File: config.mk
export PLATFORM = sky130hd
export DESIGN_NAME = seg_scan_decoder
export DESIGN_NICKNAME = d
export VERILOG_FILES = /design/src/rtl/seg_pkg.sv /design/src/rtl/seg_pattern_decode.sv /design/src/rtl/seg_scan_decoder.sv
export SDC_FILE = /design/constraint.sdc
export NUM_CORES = 1
export LEC_CHECK = 0
export ABC_AREA = 1
export BUFFER_PORTS_ARGS = -buffer_cell sky130_fd_sc_hd__buf_4
export CORE_UTILIZATION = 35
export CTS_BUF_LIST = sky130_fd_sc_hd__clkbuf_2 sky130_fd_sc_hd__clkbuf_4 sky130_fd_sc_hd__clkbuf_8
export CTS_CLUSTER_DIAMETER = 60
export DETAILED_ROUTE_END_ITERATION = 10
export GPL_ROUTABILITY_DRIVEN = 0
export PLACE_DENSITY = 0.48
export SYNTH_ARGS = -nofsm -noshare
export SYNTH_HDL_FRONTEND = slang
export SYNTH_HIERARCHICAL = 1
export SYNTH_SLANG_ARGS = --single-unit
export TNS_END_PERCENT = 20
File: constraint.sdc
create_clock -name clk -period 3.79 [get_ports clk]
set_input_delay 0 -clock clk [delete_from_list [all_inputs] [get_ports clk]]
set_output_delay 0 -clock clk [all_outputs]
set_load 0.01 [all_outputs]
File: src/rtl/seg_pkg.sv
// rtl/seg_pkg.sv - shared seven-segment pattern constants and sampler state encoding
package seg_pkg;

  // Segment patterns, active-high, bit0=a .. bit6=g
  localparam logic [6:0] SEG_0     = 7'h3F;
  localparam logic [6:0] SEG_1     = 7'h06;
  localparam logic [6:0] SEG_2     = 7'h5B;
  localparam logic [6:0] SEG_3     = 7'h4F;
  localparam logic [6:0] SEG_4     = 7'h66;
  localparam logic [6:0] SEG_5     = 7'h6D;
  localparam logic [6:0] SEG_6     = 7'h7D;
  localparam logic [6:0] SEG_7     = 7'h07;
  localparam logic [6:0] SEG_8     = 7'h7F;
  localparam logic [6:0] SEG_9     = 7'h6F;
  localparam logic [6:0] SEG_BLANK = 7'h00;

  // Value reported for a pattern that matches no digit
  localparam logic [3:0] VAL_ERR = 4'hF;

  // Sampler: WAIT for a one-hot strobe, SETTLE while counting, LOCKED once captured
  typedef enum logic [1:0] {
    ST_WAIT   = 2'd0,
    ST_SETTLE = 2'd1,
    ST_LOCKED = 2'd2
  } sampler_state_t;

endpackage

File: src/rtl/seg_pattern_decode.sv
// rtl/seg_pattern_decode.sv - combinational seven-segment pattern to digit lookup
module seg_pattern_decode
  import seg_pkg::*;
(
  input  logic [6:0] pattern,
  output logic [3:0] value,
  output logic       blank,
  output logic       err
);

  // Map a segment pattern to its digit; all-off is a blank, anything else is an error
  always_comb begin
    value = 4'd0;
    blank = 1'b0;
    err   = 1'b0;
    case (pattern)
      SEG_0:     value = 4'd0;
      SEG_1:     value = 4'd1;
      SEG_2:     value = 4'd2;
      SEG_3:     value = 4'd3;
      SEG_4:     value = 4'd4;
      SEG_5:     value = 4'd5;
      SEG_6:     value = 4'd6;
      SEG_7:     value = 4'd7;
      SEG_8:     value = 4'd8;
      SEG_9:     value = 4'd9;
      SEG_BLANK: blank = 1'b1;
      default: begin
        value = VAL_ERR;
        err   = 1'b1;
      end
    endcase
  end

endmodule

File: src/rtl/seg_scan_decoder.sv
// rtl/seg_scan_decoder.sv - samples a multiplexed seven-segment display and emits decoded frames
module seg_scan_decoder
  import seg_pkg::*;
#(
  parameter int NUM_DIGITS    = 4,
  parameter int STABLE_CYCLES = 4
) (
  input  logic                    clk,
  input  logic                    rst_n,
  input  logic [6:0]              seg_in,
  input  logic [NUM_DIGITS-1:0]   dig_en,
  input  logic                    frame_ready,
  output logic                    frame_valid,
  output logic [4*NUM_DIGITS-1:0] frame_digits,
  output logic [NUM_DIGITS-1:0]   frame_blank,
  output logic [NUM_DIGITS-1:0]   frame_err,
  output logic                    overrun
);

  localparam logic [7:0] STABLE_TGT = 8'(STABLE_CYCLES);

  logic [6:0]              seg_s1, seg_s2, seg_prev;
  logic [NUM_DIGITS-1:0]   dig_s1, dig_s2, dig_prev;

  sampler_state_t          state, state_n;
  logic [7:0]              cnt, cnt_n;
  logic                    capture;
  logic                    one_hot;
  logic                    changed;

  logic [3:0]              dec_value;
  logic                    dec_blank;
  logic                    dec_err;

  logic [NUM_DIGITS-1:0]   mask;
  logic                    frame_complete;
  logic [4*NUM_DIGITS-1:0] slot_digits;
  logic [NUM_DIGITS-1:0]   slot_blank;
  logic [NUM_DIGITS-1:0]   slot_err;

  assign one_hot        = $onehot(dig_s2);
  assign changed        = ({dig_s2, seg_s2} != {dig_prev, seg_prev});
  assign frame_complete = &mask;

  seg_pattern_decode u_decode (
    .pattern (seg_s2),
    .value   (dec_value),
    .blank   (dec_blank),
    .err     (dec_err)
  );

  // Two-flop synchronizers plus a one-cycle history used to detect changes
  always_ff @(posedge clk or negedge rst_n) begin
    if (!rst_n) begin
      seg_s1   <= '0;
      seg_s2   <= '0;
      seg_prev <= '0;
      dig_s1   <= '0;
      dig_s2   <= '0;
      dig_prev <= '0;
    end else begin
      seg_s1   <= seg_in;
      seg_s2   <= seg_s1;
      seg_prev <= seg_s2;
      dig_s1   <= dig_en;
      dig_s2   <= dig_s1;
      dig_prev <= dig_s2;
    end
  end

  // Sampler state and run-length counter
  always_ff @(posedge clk or negedge rst_n) begin
    if (!rst_n) begin
      state <= ST_WAIT;
      cnt   <= '0;
    end else begin
      state <= state_n;
      cnt   <= cnt_n;
    end
  end

  // cnt holds how many consecutive cycles the current one-hot pattern has been seen;
  // capture fires on the edge that completes the STABLE_CYCLES-th cycle
  always_comb begin
    state_n = state;
    cnt_n   = cnt;
    capture = 1'b0;
    if (!one_hot) begin
      state_n = ST_WAIT;
      cnt_n   = '0;
    end else if (state == ST_WAIT || changed) begin
      state_n = ST_SETTLE;
      cnt_n   = 8'd1;
    end else if (state == ST_SETTLE) begin
      cnt_n = cnt + 8'd1;
      if (cnt_n == STABLE_TGT) begin
        capture = 1'b1;
        state_n = ST_LOCKED;
      end
    end
  end

  // Slot storage and captured-mask; a completed frame always empties the mask
  always_ff @(posedge clk or negedge rst_n) begin
    if (!rst_n) begin
      mask        <= '0;
      slot_digits <= '0;
      slot_blank  <= '0;
      slot_err    <= '0;
    end else begin
      mask <= (frame_complete ? '0 : mask) | (capture ? dig_s2 : '0);
      for (int i = 0; i < NUM_DIGITS; i++) begin
        if (capture && dig_s2[i]) begin
          slot_digits[4*i +: 4] <= dec_value;
          slot_blank[i]         <= dec_blank;
          slot_err[i]           <= dec_err;
        end
      end
    end
  end

  // Output handshake: transfer a completed frame when the output is free, else drop it
  always_ff @(posedge clk or negedge rst_n) begin
    if (!rst_n) begin
      frame_valid  <= 1'b0;
      frame_digits <= '0;
      frame_blank  <= '0;
      frame_err    <= '0;
      overrun      <= 1'b0;
    end else begin
      overrun <= 1'b0;
      if (frame_complete) begin
        if (!frame_valid || frame_ready) begin
          frame_valid  <= 1'b1;
          frame_digits <= slot_digits;
          frame_blank  <= slot_blank;
          frame_err    <= slot_err;
        end else begin
          overrun <= 1'b1;
        end
      end else if (frame_valid && frame_ready) begin
        frame_valid <= 1'b0;
      end
    end
  end

endmodule
**After elaboration in Yosys (flattened, before gate mapping)**

Cells that the tools add are included.

- $add $sub $neg: 4
- Equal/unequal tests: 17
- Multiplexer cells: 21
- Bitwise logic cells: 1
- Reductions and logical operators: 17

Operators by type and width:

| kind | count |
|---|---|
| $eq 7x7->1 const B | 7 |
| $pmux 4 s10 | 1 |
| $mux 8 | 3 |
| $eq 7x3->1 const B | 2 |
| $mux 1 | 11 |
| $ne 11x11->1 | 1 |
| $reduce_or 11->1 | 1 |
| $add 8x1->8 const B | 1 |
| $eq 8x3->1 const B | 1 |
| $mux 2 | 4 |
| $mux 4 | 2 |
| $eq 7x6->1 const B | 1 |
| $logic_not 7->1 | 1 |
| $ne 3x1->1 const B | 2 |
| $logic_and 1x1->1 | 5 |
| $reduce_and 5->1 | 1 |
| $add 1x1->2 | 2 |
| $or 4x4->4 | 1 |
| $reduce_and 2->1 | 2 |
| $reduce_and 4->1 | 1 |
| $add 2x2->3 | 1 |
| $eq 3x1->1 const B | 1 |
| $eq 2x1->1 const B | 1 |
| $logic_not 2->1 | 1 |
| 5 further kinds | 6 |

- Register bits: 97
- Bits of input ports: 14
- Output and inout bits: 26
- Logic and storage cells: 86

**Longest topological paths before layout**

- Word-level depth: 8
- Gate-level depth with buffers: 12
- Depth with buffers taken out: 11

**Hierarchy**

The synthesis kept the hierarchy.

Modules (own cells, without submodules):

| module | times used | cells an instance | area an instance (um^2) | seq. area each (um^2) |
|---|---|---|---|---|
| seg_scan_decoder | 1 | 378 | 4053.9 | 2427.3 |
| seg_pattern_decode | 1 | 62 | 285.3 | 0.0 |

**Worst setup path before layout**

OpenSTA, ideal clock, no wires.

- Path kind: reg-to-reg
- Start point: reg dig_s2[0]
- End point: reg slot_digits[10]
- Setup time: 117 ps
- Data arrival time: 2531 ps
- Required time: 3673 ps
- Setup slack: 1142 ps
- Cell stages (with the launch flop): 13
- Path buffers: 1
- Clock period less this slack: 2648 ps
- Path through: dfrtp_1 -> buf_4 -> inv_2 -> fa_1 -> inv_1 -> ha_1 -> ha_1 -> nor3_1 -> inv_1 -> nor2_4 -> nand3_4 -> nand2_1 -> nand2_1

- Cells in the longest elaborated chain, start to end: 5
- Elaborated cells on any way between the ends: 8
- Those cells by class: add/sub: 2; eq/ne: 2; mux: 2; reduce/logical: 2

Ends and longest elaborated chain:

| what | line | RTL |
|---|---|---|
| from (decl) | seg_scan_decoder.sv:23 | `logic [NUM_DIGITS-1:0] dig_s1, dig_s2, dig_prev;` |
| from (signal assigned) | seg_scan_decoder.sv:66 | `dig_s2 <= dig_s1;` |
| $add 1x1->2 (not written as such) / $ne 11x11->1 (equally long branches) | seg_scan_decoder.sv:41, seg_scan_decoder.sv:42 |  |
| $add 2x2->3 (not written as such) / $logic_or 1x1->1 (equally long branches) | seg_scan_decoder.sv:41, seg_scan_decoder.sv:91 |  |
| $eq 3x1->1 / $mux 1 (equally long branches) | seg_scan_decoder.sv:41, seg_scan_decoder.sv:91 |  |
| $mux 1 * | seg_scan_decoder.sv:88 | `if (!one_hot) begin` |
| $logic_and 1x1->1 * | seg_scan_decoder.sv:113 | `if (capture && dig_s2[i]) begin` |
| to (signal, indexed assignment) | seg_scan_decoder.sv:114 | `slot_digits[4*i +: 4] <= dec_value;` |
| to (decl) | seg_scan_decoder.sv:37 | `logic [4*NUM_DIGITS-1:0] slot_digits;` |

Mark *: on every way between the ends. The rest lies on a longest branch, timed or not.
A chain may end at the register's enable or synchronous reset.

**Worst setup path in the final report**

- Start point: reg dig_s2[0]
- End point: reg slot_err[2]

- Cells in the longest elaborated chain, start to end: 5
- Elaborated cells on any way between the ends: 8
- Those cells by class: add/sub: 2; eq/ne: 2; mux: 2; reduce/logical: 2

Ends and longest elaborated chain:

| what | line | RTL |
|---|---|---|
| $add 1x1->2 (not written as such) / $ne 11x11->1 (equally long branches) | seg_scan_decoder.sv:41, seg_scan_decoder.sv:42 |  |
| $add 2x2->3 (not written as such) / $logic_or 1x1->1 (equally long branches) | seg_scan_decoder.sv:41, seg_scan_decoder.sv:91 |  |
| $eq 3x1->1 / $mux 1 (equally long branches) | seg_scan_decoder.sv:41, seg_scan_decoder.sv:91 |  |
| $mux 1 * | seg_scan_decoder.sv:88 |  |
| $logic_and 1x1->1 * | seg_scan_decoder.sv:113 |  |
| to (signal, indexed assignment) | seg_scan_decoder.sv:116 | `slot_err[i] <= dec_err;` |
| to (decl) | seg_scan_decoder.sv:39 | `logic [NUM_DIGITS-1:0] slot_err;` |

Marks and branches as above.

==> impl_summary.md <==
Clock tree
The insertion delay of the later-clocked pin in the worst-skew pair is 0.36 ns. CTS placed an instance of clkbuf_8 at the clock tree root. The buffers inserted during post-CTS setup optimization is 0. The hold buffer count at CTS is 13.

The number of sinks handled by clock tree synthesis is 97. In this run, post-CTS repair resized a total of 0 instances. TritonCTS built the clock tree.

TritonCTS created 9 clock buffers. The number of buffers on the longest clock path is 2. The depth of the CTS H-tree is 3. Clock-pin slew was measured on the worst setup and hold paths at 0.09 ns.

Status
The run finished with clean final reports.

Yosys
The combined area of all synthesized cells is 4340 µm². By count the netlist is led by 123 x nand2_1, 97 x dfrtp_1, 55 x inv_1. The most frequently used flop master after synthesis is dfrtp_1. The total of warnings raised by yosys is 6.

The library cell with the highest instance count after synthesis is nand2_1. The number of different library cells used by synthesis comes to 32. After synthesis, the cell types taking the most area are dfrtp_1 56%, nand2_1 11%, mux2_2 6.2%. The share of synthesized area in the top cell type comes to 0.559. The synthesized netlist net count is 458.

The number of flip-flops and latches in the synthesized netlist is 97. The number of enable-type register cells in the synthesized netlist is 0. Of all cell types, the one taking the most synthesized area is dfrtp_1. The mean instance size in the synthesized netlist is 9.86 µm².

The share of synthesized registers carrying an async set or reset is 1.00. The register area share after synthesis is 0.559. After technology mapping, the gate count stands at 440.

STA
The worst path needs 2.97 ns of the cycle, external delays included. The final count of hold timing violations was 0. Based on the critical path, the design can be clocked at up to 0.337 GHz. For the pin with the worst max-slew slack, the measured transition is 0.917 ns. The final max-slew violation count is 0. In the finished design, the share of the clock period the worst path needs comes to 0.784. Setup repair after global routing left no endpoint under its margin. The worst slew margin relative to its limit is 0.389.

Adding up every negative setup slack in the final design gives 0 ns. Setup violations remaining at the end of the flow were counted as 0. Across the routed clock network, the largest skew measured is 0.00996 ns.

Route
The number of remaining DRC errors is 0. The count of nets left with antenna violations once routing finished came out at 0. The number of iterations in the first detailed-routing pass is 4. The post-detailed-route via-to-cell ratio is 4.39. The DRC marker count from the first detailed-route iteration is 133. Dividing the detail-routed wire length by the instance count gives 12.0 µm. The total vias in the final route is 2,934. The total length of routed wires is 7.99 mm.

Die
The area of the core is 12,100 µm². The floorplan row count is 40. For this design the top-level I/O count stands at 40. The die is 113 µm tall.

The initial standard-cell utilization of the core is 0.360. The horizontal die dimension is 113 µm. The die covers 12,800 µm².

Setup path
The worst setup path is captured at a flip-flop. Of all nets on the critical path, the largest fanout is 10. The critical path required time is 4.05 ns. The register-to-register setup slack is 0.82 ns.

In this run the critical register-to-register path is captured at slot_err[2]. Counting cells, the worst reg-to-reg path comes to 11. The startpoint identified for the worst register-to-register timing path is dig_s2[0].

By startpoint and endpoint, the worst setup path is classified as flip-flop to flip-flop. The kind of start point of the critical path is a flip-flop. Data arrives at the worst endpoint at 3.23 ns.

Cells and area
The synthesis-to-layout area growth is 17.1%. 0 antenna diodes ended up in the layout. The filler cells instantiated in the layout total 1,187. Of the cells placed in the final design, the portion with a size suffix greater than 1 is 0.244. For this run, the share of the core covered by cells in the final layout is 0.421.

The area of combinational cells with multiple inputs is 1590 µm². In the final design database the tool counted 513 nets. The flip-flop and latch area is 2430 µm².

Power
The net switching component of the power is 0.000450 W. The maximum resistive drop on vdd is 0.245 mV. The part of the power in combinational logic is 0.066. Power spread over the standard cell area amounts to 360 nW/µm². The analysis attributes to cell leakage a power of 2.68 nW.

The total power is 0.00183 W. The net switching fraction of the power is 0.246. The share of total power in sequential cells is 0.588. Internal power comes to 0.00138 W. Of the total power, the clock network draws 0.346.

GRT
The number of antenna violations at the first check in global routing is 0. The first-pass GRT wire length is 13.7 mm. The overall global routing resource usage is 0.139.

Entering global routing, the biggest net connects 73 pins. The final global-route overflow total is 0. The number of global-route vias before repair is 2,787.

Worst hold path
The worst hold path passes through 2 cells. The start point of the worst hold path is seg_in[1]. The terminating pin of the worst hold path is seg_s1[1]. The worst hold path belongs to the class primary input to flip-flop.

Place
Detailed placement finished with a half-perimeter wire length of 5.53 mm. The count of buffers added on input and output ports is 39.

Job
The max-capacitance violation count is 0.
-- worst max-delay path by stage --
stage                         start         endpoint  cells after the start
after global routing      dig_s2[0]  slot_digits[13]                     10
final                     dig_s2[0]      slot_err[2]                     11
after CTS                 dig_s2[0]      slot_err[2]                     11
after floorplan           dig_s2[0]  slot_digits[10]                     12
after detailed placement  dig_s2[0]      slot_err[2]                     11
after global placement    dig_s2[0]      slot_err[3]                     11
-- per-layer routing --
metal / up-vias / global-route usage / wire length, µm
li1: 1488 / - / -
met4: 0 / 0.0553 / 117
met2: 45 / 0.224 / 3810
met3: 7 / 0.0343 / 240
met5: - / 0 / 0
met1: 1394 / 0.180 / 3830
-- metrics by stage --
step | instance area [µm²] | worst slack, ns | hold WS, ns | instances
after floorplan | 4340 | 1.14 | -0.296 | 440
after global placement | 4770 | 0.829 | 0.109 | 639
after detailed placement | 4770 | 0.787 | 0.110 | 639
after CTS | 5080 | 0.763 | 0.257 | 668
after global routing | 5080 | 0.599 | 0.262 | 668
final | 5080 | 0.819 | 0.289 | 668
-- logic make-up (layout without fill, tap and decap cells) --
family,after synthesis,after routing,share of synthesized area
and+or+nand+nor,221,221,0.260
DFF,97,97,0.559
buffers and inverters,70,130,0.0732
muxes,24,24,0.0623
AOI/OAI and AO/OA,21,21,0.0254
adders and majority gates,4,4,0.0133
xor gates and xnor gates,3,3,0.00606
-- worst max-delay path, stage by stage (launching register included) --
cell     delay (ns)
dfrtp_1        0.57
inv_2          0.11
fa_1           0.54
inv_1          0.04
ha_1           0.17
ha_1           0.27
nor3_1         0.40
inv_1          0.15
nor2_4         0.29
nand3_4        0.17
nand2_1        0.10
nand2_1        0.05
-- placed cells by master, fill, tap and decap left out, types with 3 or more instances in the layout --
cell type      instances
nand2_1              123
dfrtp_1               97
inv_1                 55
buf_4                 41
nand3_1               37
mux2_2                24
nor2_1                23
dlygate4sd3_1         13
a21oi_1               11
clkbuf_8              10
nand2_2                9
nor2_2                 7
o21ai_1                6
nand3_4                6
inv_2                  4
nor2_4                 3
nand3_2                3
nor2_8                 3
ha_1                   3
clkbuf_4               3
-- state kept, by name, summed over array words and instances (netlist names) --
register and flops:
overrun 1, seg_s2 7, slot_blank 4, dig_prev 4, seg_s1 7, dig_s2 4
frame_valid 1, slot_err 4, frame_digits 16, mask 4, cnt 8, frame_blank 4
state 2, frame_err 4, dig_s1 4, seg_prev 7, slot_digits 16
-- power groups by stage --
stage | registers (W) | clock network (W) | logic [W]
after global placement | 0.00110 | 0 | 0.000112
after detailed placement | 0.00110 | 0 | 0.000112
final | 0.00108 | 0.000633 | 0.000120
after floorplan | 0.00109 | 0 | 0.0000734
after CTS | 0.00108 | 0.000668 | 0.000123
after global routing | 0.00108 | 0.000708 | 0.000139
-- cell type report --
| class | count | area share |
|---|---|---|
| clock buffers | 13 | 0.0315 |
| clock inverters | 3 | 0.00492 |
| well taps | 168 | 0.0414 |
| repair buffers | 54 | 0.0862 |
| multi-input cells | 273 | 0.314 |
| flip-flops and latches | 97 | 0.478 |
| inverters | 60 | 0.0448 |
Power figures use the tool's default switching activity.
